## src/rtl/id_ex_stage_pkg.sv

```systemverilog
// Shared encodings and the ID/EX register layout for the EX stage.
// The ALU consumes the same ALUCtrl encodings defined here.
package id_ex_stage_pkg;

    localparam int DATA_W = 32;
    localparam int REG_W  = 5;

    typedef enum logic [2:0] {
        ALU_ADD = 3'b000,
        ALU_SUB = 3'b001,
        ALU_AND = 3'b010,
        ALU_OR  = 3'b011,
        ALU_MUL = 3'b100
    } alu_ctrl_e;

    typedef enum logic [1:0] {
        ALUOP_ADD   = 2'b00,
        ALUOP_SUB   = 2'b01,
        ALUOP_RTYPE = 2'b10,
        ALUOP_ADDI  = 2'b11
    } alu_op_e;

    // {funct7, funct3}
    localparam logic [9:0] FUNCT_ADD = {7'b0000000, 3'b000};
    localparam logic [9:0] FUNCT_SUB = {7'b0100000, 3'b000};
    localparam logic [9:0] FUNCT_MUL = {7'b0000001, 3'b000};
    localparam logic [9:0] FUNCT_AND = {7'b0000000, 3'b111};
    localparam logic [9:0] FUNCT_OR  = {7'b0000000, 3'b110};

    typedef struct packed {
        logic              valid;
        logic [REG_W-1:0]  rs1_addr;
        logic [REG_W-1:0]  rs2_addr;
        logic [REG_W-1:0]  rd_addr;
        logic [DATA_W-1:0] rs1_data;
        logic [DATA_W-1:0] rs2_data;
        logic [DATA_W-1:0] imm;
        alu_ctrl_e         alu_ctrl;
        logic              alu_src;
        logic              reg_write;
        logic              mem_read;
        logic              mem_write;
        logic              mem_to_reg;
    } ex_fields_t;

    // EX/MEM has priority over MEM/WB; x0 is never forwarded.
    function automatic logic [DATA_W-1:0] forward_operand(
        input logic [REG_W-1:0]  rs_addr,
        input logic [DATA_W-1:0] rs_data,
        input logic              exmem_we,
        input logic [REG_W-1:0]  exmem_rd,
        input logic [DATA_W-1:0] exmem_res,
        input logic              memwb_we,
        input logic [REG_W-1:0]  memwb_rd,
        input logic [DATA_W-1:0] memwb_res
    );
        if (exmem_we && (exmem_rd != '0) && (exmem_rd == rs_addr)) begin
            return exmem_res;
        end else if (memwb_we && (memwb_rd != '0) && (memwb_rd == rs_addr)) begin
            return memwb_res;
        end
        return rs_data;
    endfunction

endpackage

```

## src/rtl/id_ex_stage_alu_ctrl.sv

```systemverilog
// Combinational ALU control decoder: (ALUOp, {funct7,funct3}) -> ALUCtrl.
module alu_ctrl
    import id_ex_stage_pkg::*;
(
    input  logic [1:0] alu_op_i,
    input  logic [9:0] funct_i,
    output alu_ctrl_e  alu_ctrl_o
);

    always_comb begin
        alu_ctrl_o = ALU_ADD;
        case (alu_op_e'(alu_op_i))
            ALUOP_SUB: alu_ctrl_o = ALU_SUB;
            ALUOP_RTYPE: begin
                case (funct_i)
                    FUNCT_SUB: alu_ctrl_o = ALU_SUB;
                    FUNCT_MUL: alu_ctrl_o = ALU_MUL;
                    FUNCT_AND: alu_ctrl_o = ALU_AND;
                    FUNCT_OR:  alu_ctrl_o = ALU_OR;
                    default:   alu_ctrl_o = ALU_ADD;
                endcase
            end
            default: alu_ctrl_o = ALU_ADD;
        endcase
    end

endmodule

```

## src/rtl/id_ex_stage.sv

```systemverilog
// ID/EX pipeline register with ALU control decode, operand forwarding
// and load-use hazard detection (stall upstream, bubble into EX).
module id_ex_stage
    import id_ex_stage_pkg::*;
(
    input  logic        clk_i,
    input  logic        rst_i,
    input  logic        id_valid_i,
    input  logic [4:0]  id_rs1_addr_i,
    input  logic [4:0]  id_rs2_addr_i,
    input  logic [4:0]  id_rd_addr_i,
    input  logic [31:0] id_rs1_data_i,
    input  logic [31:0] id_rs2_data_i,
    input  logic [31:0] id_imm_i,
    input  logic [9:0]  id_funct_i,
    input  logic [1:0]  id_alu_op_i,
    input  logic        id_alu_src_i,
    input  logic        id_reg_write_i,
    input  logic        id_mem_read_i,
    input  logic        id_mem_write_i,
    input  logic        id_mem_to_reg_i,
    input  logic        flush_i,
    input  logic        exmem_reg_write_i,
    input  logic [4:0]  exmem_rd_addr_i,
    input  logic [31:0] exmem_result_i,
    input  logic        memwb_reg_write_i,
    input  logic [4:0]  memwb_rd_addr_i,
    input  logic [31:0] memwb_result_i,
    output logic        stall_o,
    output logic        ex_valid_o,
    output logic [31:0] data1_o,
    output logic [31:0] data2_o,
    output logic [2:0]  ALUCtrl_o,
    output logic [31:0] ex_store_data_o,
    output logic [4:0]  ex_rd_addr_o,
    output logic        ex_reg_write_o,
    output logic        ex_mem_read_o,
    output logic        ex_mem_write_o,
    output logic        ex_mem_to_reg_o
);

    ex_fields_t  ex_q;
    ex_fields_t  ex_d;
    alu_ctrl_e   id_alu_ctrl;
    logic        load_use;
    logic [31:0] fwd_rs1;
    logic [31:0] fwd_rs2;

    alu_ctrl u_alu_ctrl (
        .alu_op_i   (id_alu_op_i),
        .funct_i    (id_funct_i),
        .alu_ctrl_o (id_alu_ctrl)
    );

    // rs2 is compared even for I-type; a spurious one-cycle stall is harmless.
    always_comb begin
        load_use = id_valid_i && ex_q.valid && ex_q.mem_read && (ex_q.rd_addr != '0) &&
                   ((ex_q.rd_addr == id_rs1_addr_i) || (ex_q.rd_addr == id_rs2_addr_i));
        stall_o  = load_use && !flush_i;
    end

    // Flush and stall both turn into an all-zero bubble.
    always_comb begin
        ex_d = '0;
        if (!flush_i && !stall_o) begin
            ex_d.valid      = id_valid_i;
            ex_d.rs1_addr   = id_rs1_addr_i;
            ex_d.rs2_addr   = id_rs2_addr_i;
            ex_d.rd_addr    = id_rd_addr_i;
            ex_d.rs1_data   = id_rs1_data_i;
            ex_d.rs2_data   = id_rs2_data_i;
            ex_d.imm        = id_imm_i;
            ex_d.alu_ctrl   = id_alu_ctrl;
            ex_d.alu_src    = id_alu_src_i;
            ex_d.reg_write  = id_reg_write_i;
            ex_d.mem_read   = id_mem_read_i;
            ex_d.mem_write  = id_mem_write_i;
            ex_d.mem_to_reg = id_mem_to_reg_i;
        end
    end

    always_ff @(posedge clk_i) begin
        if (rst_i) begin
            ex_q <= '0;
        end else begin
            ex_q <= ex_d;
        end
    end

    always_comb begin
        fwd_rs1 = forward_operand(ex_q.rs1_addr, ex_q.rs1_data,
                                  exmem_reg_write_i, exmem_rd_addr_i, exmem_result_i,
                                  memwb_reg_write_i, memwb_rd_addr_i, memwb_result_i);
        fwd_rs2 = forward_operand(ex_q.rs2_addr, ex_q.rs2_data,
                                  exmem_reg_write_i, exmem_rd_addr_i, exmem_result_i,
                                  memwb_reg_write_i, memwb_rd_addr_i, memwb_result_i);
    end

    always_comb begin
        ex_valid_o      = ex_q.valid;
        data1_o         = fwd_rs1;
        data2_o         = ex_q.alu_src ? ex_q.imm : fwd_rs2;
        ALUCtrl_o       = ex_q.alu_ctrl;
        ex_store_data_o = fwd_rs2;
        ex_rd_addr_o    = ex_q.rd_addr;
        ex_reg_write_o  = ex_q.reg_write;
        ex_mem_read_o   = ex_q.mem_read;
        ex_mem_write_o  = ex_q.mem_write;
        ex_mem_to_reg_o = ex_q.mem_to_reg;
    end

endmodule

```

## config.mk

```make
export PLATFORM = sky130hd
export DESIGN_NAME = id_ex_stage
export DESIGN_NICKNAME = d
export VERILOG_FILES = /design/src/rtl/id_ex_stage_pkg.sv /design/src/rtl/id_ex_stage_alu_ctrl.sv /design/src/rtl/id_ex_stage.sv
export SDC_FILE = /design/constraint.sdc
export NUM_CORES = 1
export LEC_CHECK = 0
export BUFFER_PORTS_ARGS = -buffer_cell sky130_fd_sc_hd__buf_2
export CAP_MARGIN = 20
export CORE_MARGIN = 2
export CORE_UTILIZATION = 43
export CTS_BUF_LIST = sky130_fd_sc_hd__clkbuf_4 sky130_fd_sc_hd__clkbuf_8 sky130_fd_sc_hd__clkbuf_16
export CTS_CLUSTER_DIAMETER = 40
export DETAILED_ROUTE_END_ITERATION = 7
export MAX_ROUTING_LAYER = met4
export PLACE_DENSITY = 0.77
export SETUP_SLACK_MARGIN = 0.5
export SLEW_MARGIN = 20
export SYNTH_ARGS = -nofsm -noshare
export SYNTH_HDL_FRONTEND = slang
export SYNTH_SLANG_ARGS = --single-unit
export TNS_END_PERCENT = 20
```

## constraint.sdc

```tcl
create_clock -name clk_i -period 6.5 [get_ports clk_i]
set_input_delay 1.3 -clock clk_i [delete_from_list [all_inputs] [get_ports clk_i]]
set_output_delay 1.3 -clock clk_i [all_outputs]
set_load 0.05 [all_outputs]
```

==> results.cfg <==
[status]
status = finished clean

[power]
ir_drop_v = 0.000197
power_density_nw_per_um2 = 270
p_total_mw = 2.21
p_leak_nw = 4.00

[global_routing]
antenna_found_initial = 2
grt_pass1_vias = 5225
globalRouteTotalUtil_pct = 22.8
gr-total-overflow = 0
grt_max_degree = 119
grt_pass1_wl_um = 25400

[floorplan]
pin_count = 318
dieWidth_um = 122
core_sq_um = 13800
start_util_pct = 43.6
die_area_sq_um = 14900
fp-row-count = 43
die_h_um = 122

[drt]
ant_nets = 0
remaining_drc_errors = 0
num_vias = 5582
drt-pass1-iter-count = 4
wl_per_cell_um = 15.2
routed_wl_um = 17200
avgViaCountPerCell = 4.92
initialDrtViolationCount = 274

[synthesis]
avgSynthCellArea_sq_um = 9.20
synth.net_count = 863
ys_async_sr_fraction_pct = 0
synth_ff_type = dfxtp_1
synth.distinct_cells = 35
ys_seq_elements = 120
syn_inst = 653
yosysWarningCount = 0
yosysSeqAreaShare_pct = 40.0
synth_edf_count = 0
synth_area_sq_um = 6010

[timing]
hold_viol_final = 0
slew_violations = 0
fmax_mhz = 194
rsz0062_at_grt = false
clock_skew_ns = 0.00790
finalSetupViolCount = 0
final.setup.worst_slack_ns = 1.35
relSlewSlack_pct = 31.4
worst_pin_slew_ns = 1.03
layout_min_cycle_time_ns = 5.15
fin_crit_sh_pct = 79.2
setup_tns_ns = 0

[setup_path]
r2r_cells = 6
rrSetupSlack_ns = 4.37
cp-start-kind = input pin
worstReg2RegEnd = ex_q[13]
crit_arrival_ns = 3.85
crit_type = in2out
endpoint_kind = primary output
reg2reg_from = ex_rd_addr_o[0]
crit_fanout = 96
worstPathRequired_ns = 5.20

[placement]
place_area_sq_um = 7520
dp.cells = 1101
port_buffers = 317
hpwlAfterDp_um = 12600
gp_congestion = 0.854
dp_slack_ns = 1.39

[clock_network]
cts_buffer_depth = 2
tritoncts = built
cts.htree.levels = 4
cts_resized = 0
postCtsHoldBufs = 0
cts_inserted_buffers = 17
clock_latency_ns = 0.41
cts.sinks = 120
postCtsSetupRepairBufs = 0
clk_pin_slew_ns = 0.06
cts-root-buf = clkbuf_16

[cells_and_area]
fill_cells = 1214
num-nets-final = 1150
design_area_sq_um = 8180
finalNonFillerCells = 1135
area_growth_pct = 36.1
drive_gt1_share_pct = 41.0

[hold_path]
min_path_cells = 4
min_to = ALUCtrl_o[2]
hold_start = ex_valid_o
hold_class = reg2reg

[flow_run]
drv_cap = 0
==> worst max-delay path by stage <==
stage / from / endpoint / slack, ns / cells after the start
2_1_floorplan: exmem_rd_addr_i[1] / data2_o[31] / 1.65 / 6
3_3_place_gp: exmem_rd_addr_i[4] / ex_store_data_o[0] / 1.44 / 6
3_5_place_dp: exmem_rd_addr_i[4] / data2_o[8] / 1.39 / 7
4_1_cts: exmem_rd_addr_i[4] / data2_o[8] / 1.39 / 7
5_1_grt: exmem_rd_addr_i[4] / data2_o[25] / 1.18 / 7
6_report: exmem_rd_addr_i[4] / data2_o[0] / 1.35 / 7
==> critical path, cell delays in order <==
cell,delay (ns)
buf_2,0.12
xor2_1,0.16
nor3_1,0.53
nand3_4,0.79
nor3_1,0.42
a221oi_1,0.12
buf_2,0.29
==> logic make-up (layout without fill, tap and decap cells) <==
| group | Yosys count | after routing | synth area share [%] |
|---|---|---|---|
| flip-flops | 120 | 120 | 40.0 |
| adder cells (fa/ha/maj) | 2 | 2 | 0.417 |
| buffers and inverters | 88 | 388 | 8.25 |
| AO/OA/AOI/OAI | 104 | 104 | 14.2 |
| other | 0 | 2 | 0 |
| XOR/XNOR | 30 | 30 | 4.37 |
| multiplexers | 64 | 64 | 10.7 |
| AND/OR/NAND/NOR | 245 | 245 | 22.1 |
==> state kept, by name, summed over array words and instances (netlist names) <==
| name | count |
|---|---|
| ex_q | 107 |
| ex_rd_addr_o | 5 |
| ALUCtrl_o | 3 |
| ex_mem_read_o | 1 |
| ex_mem_to_reg_o | 1 |
| ex_mem_write_o | 1 |
| ex_reg_write_o | 1 |
| ex_valid_o | 1 |
==> cell type report <==
cell class	instances	area [sq um]	area share, %
clock inverters	7	138	1.68
clock buffers	25	517	6.32
multi-input cells	445	3130	38.3
repair buffers	322	1620	19.9
well taps	180	225	2.75
inverters	34	128	1.56
flip-flops and latches	120	2410	29.4
diodes	2	5.00	0.0612
==> cells in the mapped netlist (3+ instances only) <==
master    instances  area [sq um]
a21oi_1          34           170
o21ai_1          30           150
nor2_1           39           146
buf_12            6           120
dfxtp_1         120          2400
mux2i_1          64           641
a221oi_2         30           450
buf_4            12          90.1
and2_1          117           732
clkbuf_1         23          86.3
xor2_1           14           123
nor3_1           38           190
xnor2_1          16           140
buf_2             9          45.0
nand3_1           3          15.0
clkbuf_2          3          15.0
inv_1            34           128
nand2_1          36           135
==> layer usage <==
layer / share of wire (%) / track usage, %
met4: 2.3 / 10.1
met2: 51 / 40.4
met3: 7.2 / 6.04
met5: 0 / -
met1: 40 / 23.7
==> cells in the final DEF, fill, tap and decap left out, drive strengths merged, types with 2 or more instances in the layout <==
cell type and instances:
a21oi 34, a221oi 32, and2 117, and3 2, and4 2, buf 322, bufinv 4, clkbuf 25
clkinv 2, dfxtp 120, diode 2, ha 2, inv 34, mux2i 64, nand2 36, nand3 4
nor2 39, nor3 38, nor4 2, o21a 2, o21ai 32, or4 2, xnor2 16, xor2 14
==> per-stage QoR <==
stage / hold WS [ns] / utilization [%]
3_5_place_dp: 0.762 / 54.6
3_3_place_gp: 0.736 / 54.6
5_1_grt: 0.821 / 59.4
6_report: 0.774 / 59.4
2_1_floorplan: 0.728 / -
4_1_cts: 0.778 / 59.3
==> power breakdown <==
group	internal [mW]	switching [mW]	leakage [nW]	total (mW)
sequential	0.766	0.0173	0.986	0.783
clock	0.704	0.318	0.324	1.02
combinational	0.133	0.267	2.69	0.400
total	1.60	0.602	4.00	2.21
Power figures use the tool's default switching activity.
